===== src/rtl/lumped_delay_line.sv =====
// Four-input per-bit AND delivered after a runtime-programmable lumped latency of 1..MAX_DELAY cycles.
// Build option: define LUMPED_DELAY_HOLD_EN to make out hold the last valid result while out_valid=0.
module lumped_delay_line #(
  parameter int WIDTH       = 4,
  parameter int MAX_DELAY   = 16,
  parameter int RESET_DELAY = 10,
  parameter int DW          = $clog2(MAX_DELAY)
) (
  input  logic             clk,
  input  logic             reset,
  input  logic [WIDTH-1:0] a,
  input  logic [WIDTH-1:0] b,
  input  logic [WIDTH-1:0] c,
  input  logic [WIDTH-1:0] d,
  input  logic             in_valid,
  input  logic [DW-1:0]    delay_sel,
  input  logic             delay_load,
  output logic [WIDTH-1:0] out,
  output logic             out_valid,
  output logic             busy
);

  // Drain counter must hold cur_delay+1, which reaches MAX_DELAY.
  localparam int CW = DW + 1;

  localparam logic [DW-1:0] RESET_CODE = DW'(RESET_DELAY);
  localparam logic [DW-1:0] MAX_CODE   = DW'(MAX_DELAY - 1);

  localparam logic [0:0] ST_RUN   = 1'b0;
  localparam logic [0:0] ST_DRAIN = 1'b1;

  logic [0:0]       state_q, state_d;
  logic [CW-1:0]    cnt_q, cnt_d;
  logic [DW-1:0]    cur_q, cur_d;
  logic [DW-1:0]    pend_q, pend_d;
  logic [WIDTH:0]   sr_q [MAX_DELAY];
  logic [WIDTH-1:0] out_q, out_d;
  logic             out_valid_q, out_valid_d;

  logic [WIDTH-1:0] and_res;
  logic [DW-1:0]    sel_sat;
  logic             accept;
  logic             drain_done;
  logic [WIDTH:0]   tap;

  assign and_res = (a & b) & (c & d);
  assign sel_sat = (delay_sel > MAX_CODE) ? MAX_CODE : delay_sel;
  assign accept  = in_valid & (state_q == ST_RUN);

  always_comb begin
    state_d    = state_q;
    cnt_d      = cnt_q;
    cur_d      = cur_q;
    pend_d     = pend_q;
    drain_done = 1'b0;
    case (state_q)
      ST_RUN: begin
        if (delay_load) begin
          pend_d  = sel_sat;
          cnt_d   = {1'b0, cur_q} + CW'(1);
          state_d = ST_DRAIN;
        end
      end
      ST_DRAIN: begin
        cnt_d = cnt_q - CW'(1);
        if (cnt_q == CW'(1)) begin
          cur_d      = pend_q;
          state_d    = ST_RUN;
          drain_done = 1'b1;
        end
      end
      default: begin
        state_d = ST_RUN;
      end
    endcase
  end

  always_comb begin
    tap         = sr_q[cur_q];
    out_valid_d = tap[WIDTH];
    if (tap[WIDTH]) begin
      out_d = tap[WIDTH-1:0];
    end else begin
`ifdef LUMPED_DELAY_HOLD_EN
      out_d = out_q;
`else
      out_d = '0;
`endif
    end
  end

  // Every valid sample has emerged when the drain completes; clearing the
  // valid bits stops stale deep entries reappearing under a longer delay.
  always_ff @(posedge clk) begin
    if (reset) begin
      state_q     <= ST_RUN;
      cnt_q       <= '0;
      cur_q       <= RESET_CODE;
      pend_q      <= RESET_CODE;
      out_q       <= '0;
      out_valid_q <= 1'b0;
      for (int i = 0; i < MAX_DELAY; i++) begin
        sr_q[i] <= '0;
      end
    end else begin
      state_q     <= state_d;
      cnt_q       <= cnt_d;
      cur_q       <= cur_d;
      pend_q      <= pend_d;
      out_q       <= out_d;
      out_valid_q <= out_valid_d;
      sr_q[0]     <= {accept, and_res};
      for (int i = 1; i < MAX_DELAY; i++) begin
        sr_q[i] <= {sr_q[i-1][WIDTH] & ~drain_done, sr_q[i-1][WIDTH-1:0]};
      end
    end
  end

  assign out       = out_q;
  assign out_valid = out_valid_q;
  assign busy      = (state_q == ST_DRAIN);

endmodule


===== config.mk =====
export PLATFORM = sky130hd
export DESIGN_NAME = lumped_delay_line
export DESIGN_NICKNAME = d
export VERILOG_FILES = /design/src/rtl/lumped_delay_line.sv
export SDC_FILE = /design/constraint.sdc
export NUM_CORES = 1
export LEC_CHECK = 0
export CAP_MARGIN = 20
export CORE_MARGIN = 2
export CORE_UTILIZATION = 51
export DETAILED_ROUTE_END_ITERATION = 12
export HOLD_SLACK_MARGIN = 0.15
export MAX_ROUTING_LAYER = met4
export PLACE_DENSITY = 0.71
export SYNTH_ARGS = -nofsm -noshare
export SYNTH_HDL_FRONTEND = slang
export SYNTH_SLANG_ARGS = --single-unit

===== constraint.sdc =====
create_clock -name clk -period 1.8 [get_ports clk]
set_input_delay 0.27 -clock clk [delete_from_list [all_inputs] [get_ports clk]]
set_output_delay 0.27 -clock clk [all_outputs]
set_load 0.01 [all_outputs]

* Word level (Yosys, flattened, before mapping)
Memories as Yosys holds them, arrays and structs flattened. A register that Yosys moved wholly into a read port is not among the register bits.
Index checks and enable logic that the tools add are counted.
** Word-level totals
- Flip-flop bits (word level) :: 19
- Bits in writable memories :: 80
- Input bits :: 24
- Output and inout port bits :: 6
- Memories kept :: 1
** Memory list
- sr_q :: depth 16, bits a word 5, read ports 16, clocked after memory_dff 1, write ports 16, line 36 : logic [WIDTH:0] sr_q [MAX_DELAY];
** Cells by class
- $add $sub $neg :: 2
- $lt $le $gt $ge :: 1
- Equal/unequal tests :: 2
- Multiplexer cells :: 29
- Bitwise operators :: 38
- Reduce and logical (&&, ||, !) cells :: 3
** Operators by type and width (count)
- $mux 5 :: 17
- $and 1x1->1 :: 16
- $or 1x1->1 :: 16
- $and 4x4->4 :: 3
- $mux 4 :: 3
- $pmux 5 s2 :: 1
- $mux 1 :: 7
- $add 4x1->5 const B :: 1
- $eq 5x1->1 const B :: 1
- $sub 5x1->5 const B :: 1
- $gt 4x4->1 const B :: 1
- $reduce_and 2->1 :: 2
- $not 1->1 :: 3
- $ne 2x2->1 const B :: 1
- $pmux 1 s2 :: 1
- $reduce_or 2->1 :: 1

* Longest topological paths before layout
- Depth in word-level cells :: 6
- Mapped depth :: 6

* Worst setup path before layout
OpenSTA, ideal clock, no wires.
- Path type :: register -> register
- Start :: register with a tool-made name
- End :: register out_q[0] (netlist: out[0])
- Arrival :: 1400 ps
- Required time :: 1677 ps
- Setup slack :: 277 ps
- Cell stages (with the launch flop) :: 7
- Path buffers :: 2
- Period minus slack after synthesis :: 1523 ps
- Cells stage by stage :: dfxtp_1 -> buf_6 -> buf_12 -> mux4_2 -> a22oi_1 -> and3_1 -> a21oi_1
** RTL lines
- end signal: assignment :: line 110 : out_q <= out_d;
- end: declaration :: line 37 : logic [WIDTH-1:0] out_q, out_d;

* Worst setup path in the final report
- Start :: register state_q (netlist: busy)
- End :: output port busy
** RTL lines
- start: declaration :: line 32 : logic [0:0] state_q, state_d;
- start signal: assignment :: line 106 : state_q <= state_d;
- end: declaration :: line 20 : output logic busy
No word-level cell between the ends.

==> results.md <==
- Critical path launch point: busy$_SDFF_PP0_
- Syn Inst Count: 320
- Synth Area in Simple Gates: between 20% and 30%
- Core footprint: 0.006869 mm^2
- Worst Setup Start Kind: flop
- Register area share after synthesis: 56.34%
- Post-Synth Adder-Cell Area: 1.026%
- Rows: 30
- Share of cells above drive strength 1: 10.29%
- Via count: 2250
- Post-DP HPWL: 3.791 mm
- Max-slew violations: 0
- Die area: ~0.0079 mm^2
- Starting density of the core: 53.28%
- Cts bufs inserted: 9
- ANT nets after route: 0
- Synth Area in XOR/XNOR: 0.4786%
- Total GRT Usage: between 10% and 20%
- Ant diodes: 0
- Met1 WL: approximately 2.9 mm
- Static leakage: 1.551 nW
- Critical path class: reg -> out
- Outcome: complete, no violations
- PostCTS Resize Cnt: 0
- Mapped Area: roughly 0.0037 mm^2
- # IOs: 30
- Total of max-cap violations: 0
- Clk sink count: 103
- FF-to-FF setup slack: 120 ps
- Commonest cells after routing, fill and taps aside: dfxtp_1, nor2b_1, clkdlybuf4s50_1
- Met2 WL: 2.491 mm
- Reg-to-Reg End: out[0]$_SDFF_PP0_
- WP data required: 1530 ps
- Compound-Gate Fraction of Synth Area: under 10%
- Post-synthesis mux area share: 12.72%
- Synthesized Nets: 347
- Number of DRC markers in iteration 0: 97
- Slew margin rel.: around a third
- Synth async-reset ratio: 0%
- Max Used Layer: met4
- Most common cell after layout, fill and taps aside: dfxtp_1
- Placer Congestion: between 0.7 and 0.8
- Vias in the first global route: 2065
- RSZ-0062 raised after global routing: no
- DRT Pass-1 Iters: 4
- Peak supply drop: about 0.51 mV
- Clock Skews: about 9.2 ps
- Capture point of the critical path: busy
- Fin cells: around 450
- Multi-input gate area: between 0.001 and 0.0015 mm^2
- Crit path DAT: 1410 ps
- Area delta synth->final: 14.70%
- Initial antenna violation count: 0
- Grt ovf: 0
- Buffer count from post-CTS setup fixing: 0
- Max Fclk: just under 600 MHz
- Port Buffers: 29
- Worst setup EP type: output pin
- Fill count: about 580
- First-pass GRT wire length: 9.722 mm
- CTS Buffer Depth: 2
- Synthesis Warnings: 0
- Avg Synthesized Cell Area: 11.44 um^2
- Post-synth EDFFs: 0
- H-tree depth: 3
- TritonCTS clock tree: built
- Final wirelength: 5.730 mm
- Post-route minimum period: 1682 ps
- Synth Flop Type: dfxtp_1
- CTS clock-pin slew for the worst setup and hold paths: 90 ps
- CTS root buf: clkbuf_8
- Die Y: 88.71 um
- R2R depth: 5
- Die W: 88.71 um
- Worst hold path class: in -> reg
- Reg area: 0.002062 mm^2
- DRC violations left: 0
- Max FO, Critical Path: 13
- Avg WL per Cell: approximately 13 um
- Yosys reg bits: 103
- Measured slew at the worst slew-check pin: 985.9 ps
- Pwr/cell area: 902.7 mW/mm^2
- Largest net degree at the start of global routing: 81
- Nets@finish: 373
- Dpl cells: 431
- Final hold vios: 0
- # hold bufs at CTS: 0
- Tcrit/Tclk final: about 93%
- Vias/cell: 5.045
- Main combinational cell family by area after synthesis: simple AND/OR/NAND/NOR gates
- Setup TNS: 0 ps
- WL met3: 221 um
- Clock Latency Late Sink: 360 ps
- Synth unique cells: 33
- Final setup violating endpoints: 0
registers in the layout, summed over array words and instances, names as in the netlist, named ones only:
| name | flops |
|---|---|
| cur_q | 4 |
| out_valid | 1 |
| sr_q | 80 |
| pend_q | 4 |
| out | 4 |
| cnt_q | 5 |
| busy | 1 |
cells in the mapped netlist, types with 3 or more instances:
cell type | number | area share (%)
mux4_2 | 18 | 11
mux2i_1 | 6 | 1.6
ha_1 | 3 | 1.0
nand2_1 | 15 | 1.5
nand3_1 | 8 | 1.1
nand3b_1 | 3 | 0.62
nand4_1 | 5 | 0.85
clkbuf_1 | 13 | 1.3
nand2b_1 | 3 | 0.51
and3_1 | 4 | 0.68
dfxtp_1 | 103 | 56
and2_1 | 15 | 2.6
a21oi_1 | 9 | 1.2
inv_1 | 5 | 0.51
nor2b_1 | 67 | 11
a22oi_1 | 6 | 1.2
a31oi_1 | 3 | 0.51
nor2_1 | 15 | 1.5
power by group:
| group | internal (W) | leakage (nW) | switching [W] |
|---|---|---|---|
| Clock | 0.000532 | 0.0785 | 0.000722 |
| Sequential | 0.00231 | 0.833 | 0.0000236 |
| Combinational | 0.000102 | 0.640 | 0.000101 |
worst min path at each step:
stage / startpoint / endpoint / slack [ps] / depth (start not counted)
finish: reset / sr_q[14][1]$_SDFF_PP0_ / 400 / 3
detailed placement: sr_q[13][4]$_SDFF_PP0_ / sr_q[14][4]$_SDFF_PP0_ / 440 / 1
floorplan: delay_sel[1] / pend_q[1]$_SDFFE_PP1P_ / 390 / 2
CTS: reset / sr_q[0][3]$_SDFF_PP0_ / 400 / 3
global route: reset / sr_q[0][3]$_SDFF_PP0_ / 420 / 3
global placement: sr_q[9][1]$_SDFF_PP0_ / sr_q[10][1]$_SDFF_PP0_ / 440 / 1
per-stage QoR:
step	cell area [um^2]	setup slack [ps]	hold WS (ps)	total power, W	utilization [%]
global placement	4033	159.7	438.1	0.002586	58.71
floorplan	3660	276.8	394.3	0.002500	-
detailed placement	4033	140.0	439.5	0.002591	58.71
CTS	4198	96.30	402.8	0.003826	61.11
finish	4198	118.2	403.8	0.003789	61.11
global route	4198	0.2156	417.2	0.003939	61.11
critical path, stage by stage (launching register included):
cell	delay, ps
dfxtp_1	330
buf_4	180
clkdlybuf4s50_1	550
metal layers:
metal | global-route usage, % | up-vias
met2 | 23.34 | 47
met3 | 4.851 | 11
met4 | 7.300 | 0
li1 | - | 1132
met1 | 23.23 | 1060
met5 | - | -
kinds of logic (layout without fill, tap and decap cells):
family	count (synthesis)	count (layout)
fa+ha+maj	3	3
xor+xnor	2	2
mux	24	24
compound gates	27	27
buf+inv	23	53
flops	103	103
simple gates	138	138
final cells by class:
cell class	instances	share of cell area (%)
clock buffer	12	3.458
inverter	5	0.4471
sequential	103	49.12
timing repair buffer	33	8.405
multi-input combinational	194	35.23
tap	96	2.861
clock inverter	3	0.4769
Power figures use the tool's default switching activity.
